### config.mk
export PLATFORM = sky130hd
export DESIGN_NAME = memory_arbiter_handshake_flat
export DESIGN_NICKNAME = d
export VERILOG_FILES = /design/src/rtl/memory_arbiter_handshake_if.sv /design/src/rtl/memory_arbiter_handshake.sv /design/src/flat_wrapper.sv
export SDC_FILE = /design/constraint.sdc
export NUM_CORES = 1
export LEC_CHECK = 0
export ABC_AREA = 1
export CAP_MARGIN = 20
export CELL_PAD_IN_SITES_DETAIL_PLACEMENT = 0
export CELL_PAD_IN_SITES_GLOBAL_PLACEMENT = 1
export CORE_MARGIN = 5
export CORE_UTILIZATION = 31
export DETAILED_ROUTE_END_ITERATION = 16
export HOLD_SLACK_MARGIN = 0.03
export PLACE_DENSITY = 0.61
export SETUP_SLACK_MARGIN = 0.02
export SLEW_MARGIN = 20
export SYNTH_ARGS = -nofsm -noshare
export SYNTH_HDL_FRONTEND = slang
export SYNTH_SLANG_ARGS = --single-unit
### constraint.sdc
create_clock -name clk_i -period 16.1 [get_ports clk_i]
set_input_delay 3.22 -clock clk_i [delete_from_list [all_inputs] [get_ports clk_i]]
set_output_delay 3.22 -clock clk_i [all_outputs]
set_load 0.01 [all_outputs]
### src/rtl/memory_arbiter_handshake_if.sv
// Request/response bundle shared by the NUM_CH requesters of memory_arbiter_handshake.
// With MEM_PARITY_EN defined the bundle also carries perr_inj_i and perr_o.
interface memory_arbiter_handshake_if #(
  parameter int WIDTH      = 16,
  parameter int ADDR_WIDTH = 4,
  parameter int NUM_CH     = 2
);
  logic [NUM_CH-1:0]            valid_i;
  logic [NUM_CH-1:0]            wr_rd_i;
  logic [NUM_CH*ADDR_WIDTH-1:0] addr_i;
  logic [NUM_CH*WIDTH-1:0]      wdata_i;
  logic [NUM_CH-1:0]            ready_o;
  logic [NUM_CH-1:0]            rvalid_o;
  logic [NUM_CH*WIDTH-1:0]      rdata_o;
  logic [NUM_CH-1:0]            err_o;
`ifdef MEM_PARITY_EN
  logic [NUM_CH-1:0]            perr_inj_i;
  logic [NUM_CH-1:0]            perr_o;

  modport master (
    output valid_i, wr_rd_i, addr_i, wdata_i, perr_inj_i,
    input  ready_o, rvalid_o, rdata_o, err_o, perr_o
  );
  modport slave (
    input  valid_i, wr_rd_i, addr_i, wdata_i, perr_inj_i,
    output ready_o, rvalid_o, rdata_o, err_o, perr_o
  );
`else
  modport master (
    output valid_i, wr_rd_i, addr_i, wdata_i,
    input  ready_o, rvalid_o, rdata_o, err_o
  );
  modport slave (
    input  valid_i, wr_rd_i, addr_i, wdata_i,
    output ready_o, rvalid_o, rdata_o, err_o
  );
`endif
endinterface

### src/rtl/memory_arbiter_handshake.sv
// Shared single-port scratch memory: NUM_CH round-robin requesters, RD_LAT-deep read return path.
// Optional MEM_PARITY_EN stores an even-parity bit per word and flags mismatches on read.
module memory_arbiter_handshake #(
  parameter int WIDTH      = 16,
  parameter int DEPTH      = 16,
  parameter int ADDR_WIDTH = 4,
  parameter int NUM_CH     = 2,
  parameter int RD_LAT     = 1
) (
  input  logic                          clk_i,
  input  logic                          rst_i,
  memory_arbiter_handshake_if.slave     bus
);
  localparam int CH_W = (NUM_CH > 1) ? $clog2(NUM_CH) : 1;
`ifdef MEM_PARITY_EN
  localparam int ARR_W = WIDTH + 1;
`else
  localparam int ARR_W = WIDTH;
`endif

  typedef struct packed {
    logic             vld;
    logic [CH_W-1:0]  ch;
    logic [WIDTH-1:0] data;
    logic             oor;
`ifdef MEM_PARITY_EN
    logic             perr;
`endif
  } rd_entry_t;

  logic [ARR_W-1:0]      mem_q [DEPTH];
  logic [ARR_W-1:0]      mem_d [DEPTH];
  logic [CH_W-1:0]       rr_ptr_q, rr_ptr_d;
  logic [NUM_CH-1:0]     rvalid_q, rvalid_d;
  logic [NUM_CH*WIDTH-1:0] rdata_q, rdata_d;
  logic [NUM_CH-1:0]     err_q, err_d;

  logic [CH_W-1:0]       scan_ch_s [NUM_CH];
  logic [CH_W-1:0]       grant_ch_s;
  logic                  any_req_s;
  logic [NUM_CH-1:0]     grant_s;
  logic                  xfer_s;
  logic                  sel_wr_s;
  logic [ADDR_WIDTH-1:0] sel_addr_s;
  logic [WIDTH-1:0]      sel_wdata_s;
  logic                  in_range_s;
  logic                  wr_en_s;
  logic                  wr_oor_s;
  logic                  rd_en_s;
  logic [ARR_W-1:0]      wr_word_s;
  logic [ARR_W-1:0]      rd_word_s;
  rd_entry_t             acc_s;
  rd_entry_t             ret_s;

  // Channel visit order for this cycle: rr_ptr first, wrapping mod NUM_CH.
  always_comb begin
    for (int i = 0; i < NUM_CH; i++) begin
      scan_ch_s[i] = CH_W'((int'(rr_ptr_q) + i) % NUM_CH);
    end
  end

  // Walk the order backwards so the earliest requester in round-robin order wins.
  always_comb begin
    grant_ch_s = '0;
    any_req_s  = 1'b0;
    for (int i = NUM_CH - 1; i >= 0; i--) begin
      grant_ch_s = bus.valid_i[scan_ch_s[i]] ? scan_ch_s[i] : grant_ch_s;
      any_req_s  = any_req_s | bus.valid_i[scan_ch_s[i]];
    end
    for (int c = 0; c < NUM_CH; c++) begin
      grant_s[c] = any_req_s && !rst_i && (grant_ch_s == CH_W'(c));
    end
    xfer_s = |grant_s;
  end

  // Route the granted channel's request fields onto the single array port.
  always_comb begin
    sel_wr_s    = 1'b0;
    sel_addr_s  = '0;
    sel_wdata_s = '0;
    for (int c = 0; c < NUM_CH; c++) begin
      sel_wr_s    = (grant_ch_s == CH_W'(c)) ? bus.wr_rd_i[c] : sel_wr_s;
      sel_addr_s  = (grant_ch_s == CH_W'(c)) ? bus.addr_i[c*ADDR_WIDTH +: ADDR_WIDTH] : sel_addr_s;
      sel_wdata_s = (grant_ch_s == CH_W'(c)) ? bus.wdata_i[c*WIDTH +: WIDTH] : sel_wdata_s;
    end
    in_range_s = ({1'b0, sel_addr_s} < (ADDR_WIDTH+1)'(DEPTH));
    wr_en_s    = xfer_s && sel_wr_s && in_range_s;
    wr_oor_s   = xfer_s && sel_wr_s && !in_range_s;
    rd_en_s    = xfer_s && !sel_wr_s;
  end

`ifdef MEM_PARITY_EN
  logic                  sel_inj_s;
  logic [NUM_CH-1:0]     perr_q, perr_d;

  // Stored parity bit is even parity of the data, optionally inverted to inject an error.
  always_comb begin
    sel_inj_s = 1'b0;
    for (int c = 0; c < NUM_CH; c++) begin
      sel_inj_s = (grant_ch_s == CH_W'(c)) ? bus.perr_inj_i[c] : sel_inj_s;
    end
    wr_word_s = {(^sel_wdata_s) ^ sel_inj_s, sel_wdata_s};
  end
`else
  assign wr_word_s = sel_wdata_s;
`endif

  // Array next state and read mux; out-of-range addresses read as zero.
  always_comb begin
    rd_word_s = '0;
    for (int i = 0; i < DEPTH; i++) begin
      mem_d[i]  = (wr_en_s && (sel_addr_s == ADDR_WIDTH'(i))) ? wr_word_s : mem_q[i];
      rd_word_s = (sel_addr_s == ADDR_WIDTH'(i)) ? mem_q[i] : rd_word_s;
    end
  end

  always_comb begin
    acc_s      = '0;
    acc_s.vld  = rd_en_s;
    acc_s.ch   = grant_ch_s;
    acc_s.data = rd_word_s[WIDTH-1:0];
    acc_s.oor  = !in_range_s;
`ifdef MEM_PARITY_EN
    acc_s.perr = ^rd_word_s;
`endif
  end

  // The output registers form the last stage, so only RD_LAT-1 extra stages are needed.
  generate
    if (RD_LAT == 1) begin : g_lat1
      assign ret_s = acc_s;
    end else begin : g_latn
      rd_entry_t pipe_q [RD_LAT-1];
      rd_entry_t pipe_d [RD_LAT-1];

      always_comb begin
        pipe_d[0] = acc_s;
        for (int i = 1; i < RD_LAT - 1; i++) begin
          pipe_d[i] = pipe_q[i-1];
        end
      end

      always_ff @(posedge clk_i or posedge rst_i) begin
        if (rst_i) begin
          pipe_q <= '{default: '0};
        end else begin
          pipe_q <= pipe_d;
        end
      end

      assign ret_s = pipe_q[RD_LAT-2];
    end
  endgenerate

  always_comb begin
    if (xfer_s) begin
      if (grant_ch_s == CH_W'(NUM_CH - 1)) begin
        rr_ptr_d = '0;
      end else begin
        rr_ptr_d = grant_ch_s + CH_W'(1);
      end
    end else begin
      rr_ptr_d = rr_ptr_q;
    end
  end

  // Per-channel return decode; rdata slices hold until their channel's next return.
  always_comb begin
    rvalid_d = '0;
    rdata_d  = rdata_q;
    err_d    = '0;
`ifdef MEM_PARITY_EN
    perr_d   = '0;
`endif
    for (int c = 0; c < NUM_CH; c++) begin
      rvalid_d[c] = ret_s.vld && (ret_s.ch == CH_W'(c));
      rdata_d[c*WIDTH +: WIDTH] = rvalid_d[c] ? ret_s.data : rdata_q[c*WIDTH +: WIDTH];
      err_d[c] = (rvalid_d[c] && ret_s.oor) || (wr_oor_s && (grant_ch_s == CH_W'(c)));
`ifdef MEM_PARITY_EN
      perr_d[c] = rvalid_d[c] && ret_s.perr;
`endif
    end
  end

  always_ff @(posedge clk_i or posedge rst_i) begin
    if (rst_i) begin
      mem_q    <= '{default: '0};
      rr_ptr_q <= '0;
      rvalid_q <= '0;
      rdata_q  <= '0;
      err_q    <= '0;
`ifdef MEM_PARITY_EN
      perr_q   <= '0;
`endif
    end else begin
      mem_q    <= mem_d;
      rr_ptr_q <= rr_ptr_d;
      rvalid_q <= rvalid_d;
      rdata_q  <= rdata_d;
      err_q    <= err_d;
`ifdef MEM_PARITY_EN
      perr_q   <= perr_d;
`endif
    end
  end

  assign bus.ready_o  = grant_s;
  assign bus.rvalid_o = rvalid_q;
  assign bus.rdata_o  = rdata_q;
  assign bus.err_o    = err_q;
`ifdef MEM_PARITY_EN
  assign bus.perr_o   = perr_q;
`endif

endmodule
### src/flat_wrapper.sv
// flat-port wrapper written by rule: the top's interface ports become plain ports
module memory_arbiter_handshake_flat 
#(
  parameter int WIDTH      = 16,
  parameter int DEPTH      = 16,
  parameter int ADDR_WIDTH = 4,
  parameter int NUM_CH     = 2,
  parameter int RD_LAT     = 1
)
  (clk_i, rst_i, bus_valid_i, bus_wr_rd_i, bus_addr_i, bus_wdata_i, bus_ready_o, bus_rvalid_o, bus_rdata_o, bus_err_o);
  memory_arbiter_handshake_if #(.WIDTH(WIDTH), .ADDR_WIDTH(ADDR_WIDTH), .NUM_CH(NUM_CH)) bus_i ();
  input  logic clk_i;
  input  logic rst_i;
  input wire logic [$bits(bus_i.valid_i)-1:0] bus_valid_i;
  input wire logic [$bits(bus_i.wr_rd_i)-1:0] bus_wr_rd_i;
  input wire logic [$bits(bus_i.addr_i)-1:0] bus_addr_i;
  input wire logic [$bits(bus_i.wdata_i)-1:0] bus_wdata_i;
  output wire logic [$bits(bus_i.ready_o)-1:0] bus_ready_o;
  output wire logic [$bits(bus_i.rvalid_o)-1:0] bus_rvalid_o;
  output wire logic [$bits(bus_i.rdata_o)-1:0] bus_rdata_o;
  output wire logic [$bits(bus_i.err_o)-1:0] bus_err_o;
  assign bus_i.valid_i = bus_valid_i;
  assign bus_i.wr_rd_i = bus_wr_rd_i;
  assign bus_i.addr_i = bus_addr_i;
  assign bus_i.wdata_i = bus_wdata_i;
  assign bus_ready_o = bus_i.ready_o;
  assign bus_rvalid_o = bus_i.rvalid_o;
  assign bus_rdata_o = bus_i.rdata_o;
  assign bus_err_o = bus_i.err_o;
  memory_arbiter_handshake #(.WIDTH(WIDTH), .DEPTH(DEPTH), .ADDR_WIDTH(ADDR_WIDTH), .NUM_CH(NUM_CH), .RD_LAT(RD_LAT)) u_core (.clk_i(clk_i), .rst_i(rst_i), .bus(bus_i));
endmodule
==> flow_summary.yaml <==
status:
  status: "finished, final reports clean"
logic_synthesis:
  yosysTopAreaCellShare_pct: 53.2
  yosys.area_share.adder_pct: 0
  yosys.area_share.simple_pct: 21.8
  synth_mux_area_share_pct: 15.4
  synthFlopType: "dfrtp_1"
  synth_area_um2: 13700
  synth_top_family_by_area: "simple AND/OR/NAND/NOR gates"
  avgSynthCellArea_um2: 9.83
  ys_seq_area_share_pct: 53.2
  synth-compound-area-share_pct: 3.67
  synth_edf_count: 0
  synth.largest_area_cell: "dfrtp_1"
  synth-xor-area-share_pct: 0
  ys_seq_elements: 291
  synth_area_leaders: "dfrtp_1, nand2_1, mux2_2, mux2_1, nand3_1"
  syn_inst: 1393
  yosysWarnings: 0
  async_flop_share_pct: 100
  yosysUniqueCellTypes: 32
floorplanning:
  dieArea_um2: 48500
  core_um2: 43900
  die_h_um: 220
  start_util_pct: 31.2
  io_pins: 84
  rows: 77
  fp.dieW_um: 220
setup_path:
  endpoint_kind: "output port"
  path_class: "in -> out"
  cp_max_fo: 87
  cp-start-kind: "input pin"
  cp.arrival_ps: 5280
  cp.required_ps: 12880
sta:
  setup_ws_ps: 7600
  slew_violations: 0
  hold_violations: 0
  finalClockSkew_ps: 19.1
  timing.fmax_ghz: 0.118
  fin_crit_sh_pct: 52.8
  min_period_ps: 8500
  tightest_slew_ps: 1120
  relSlewSlack_pct: 25.3
  finalSetupViolCount: 0
  rsz0062_at_grt: "no"
  tns_ps: 0
power_and_ir_drop:
  p_clk_share_pct: 32.6
  totalPowerFinal_uw: 2330
  power_frac_comb_pct: 21.3
  power_frac_seq_pct: 46.1
  p_sw_uw: 681
  p_leak_uw: 0.00751
  p_sw_share_pct: 29.2
  irDropWorstVdd_mv: 0.0652
  power_density_nw_per_um2: 145
  internal-power_uw: 1650
clock_tree:
  post-cts-setup-buffers: 0
  ctsResizeCount: 0
  clockBufferDepth: 3
  cts_tree: "done"
  clkSinkCount: 291
  path_clk_slew_ps: 50
  ctsHoldBuffers: 0
  h-tree-depth: 2
  root_buffer: "clkbuf_16"
  cts_buffers: 35
  clock_latency_ps: 530
routing:
  vias_per_cell: 4.64
  drc_errors: 0
  dr_wl_met2_um: 16500
  drt-initial-drc-count: 670
  top_layer: "met4"
  dr_wl_met3_um: 1030
  drt-met1-wl_um: 16300
  vias: 9576
  ant_nets: 0
  drtPass1Iterations: 5
  wl_um: 34500
  wl_per_cell_um: 16.7
placement:
  dp.cells: 2003
  place.detailed.hpwl_um: 23000
  port_buffers: 81
  dp_slack_ps: 7550
  gp_congestion: 0.746
final_layout:
  fillers: 4466
  fin_util_pct: 36.5
  diodes: 0
  syn2layout_area_growth_pct: 17.0
  stdcell_count: 2063
  seq_area_um2: 7280
  multi_input_area_um2: 5610
  drive_above_1_share_pct: 17.7
  final_nets: 1495
worst_hold_path:
  min_path_type: "reg -> reg"
grt:
  grt_overflow_total: 0
  grt_max_degree: 88
  grt_pass1_wl_um: 55200
  grt_pass1_vias: 9620
  grt_antenna_before_repair: 0
  globalRouteTotalUtil_pct: 14.3
flow_run:
  cap_violations: 0
cell families after synthesis:
kind of cell	after synthesis
flops	291
buf+inv	176
mux	187
compound gates	100
simple gates	638
other cells	1
cells in the mapped netlist (12+ instances only):
cell type    n
dfrtp_1    291
inv_2       16
mux2_2     128
o21ai_0     65
clkbuf_1    32
nor2_1      70
mux2_1      59
a21oi_1     22
buf_4       18
o21ai_1     12
nand2_1    398
buf_2       13
inv_1       88
nand4_1     40
nand3_1     76
power groups by stage:
stage | logic (µW) | registers (µW) | clock network, µW
floorplan | 330 | 1080 | 0
global placement | 494 | 1080 | 0
detailed placement | 505 | 1090 | 0
CTS | 507 | 1070 | 784
global route | 562 | 1100 | 815
finish | 496 | 1070 | 760
registers in the layout, indices dropped and copies added (netlist names):
name	count
u_core.rr_ptr_q	1
u_core.bus.rvalid_o	2
u_core.mem_q	256
u_core.bus.rdata_o	32
worst paths after layout:
path,from,endpoint,slack (ps),depth (start not counted)
max,rst_i,bus_ready_o[0],7600,5
min,u_core.bus.rdata_o[17],u_core.bus.rdata_o[17],480,2
max reg2reg,u_core.rr_ptr_q,u_core.mem_q[47],12330,12
min reg2reg,u_core.bus.rdata_o[17],u_core.bus.rdata_o[17],480,2
max in group asynchronous,rst_i,u_core.mem_q[67],11030,4
min in group asynchronous,rst_i,u_core.mem_q[233],3200,2
critical path: stages:
cell and delay [ps]:
clkdlybuf4s50_1 510, inv_8 470, o21ai_1 260, nor2_1 200, clkdlybuf4s50_1 560
cell usage in the layout (no fill, tap or decap), drive strengths merged:
master         Yosys  final
nor2              94     94
or2                1      1
clkbuf            32     46
conb               1      2
nand4             40     40
nand2            411    411
o21bai             1      1
dfrtp            291    291
inv              105    107
buf               39      8
nor3              12     12
a21oi             22     22
nand3b             3      3
mux2             187    187
bufinv             0      1
o21ai             77     77
clkdlybuf4s50      0     81
nand3             77     77
clkinv             0     10
metal layers:
| layer | vias up | global-route usage [%] |
|---|---|---|
| met4 | 0 | 3.66 |
| met5 | - | 0 |
| met3 | 50 | 2.04 |
| met2 | 130 | 23.7 |
| li1 | 4669 | - |
| met1 | 4727 | 19.9 |
final cells by class:
class,count,area share (%)
clock buffers,46,6.17
clock inverters,13,0.680
inverters,105,2.54
multi-input cells,927,35.0
flip-flops and latches,291,45.5
well taps,592,4.62
repair buffers,89,5.48
through the flow:
step	cell area [µm²]	hold slack (ps)
2_1_floorplan	13700	458
3_3_place_gp	14900	465
3_5_place_dp	14900	466
4_1_cts	16000	482
5_1_grt	16000	496
6_report	16000	479
No activity file was read; power rests on OpenSTA's default activity.
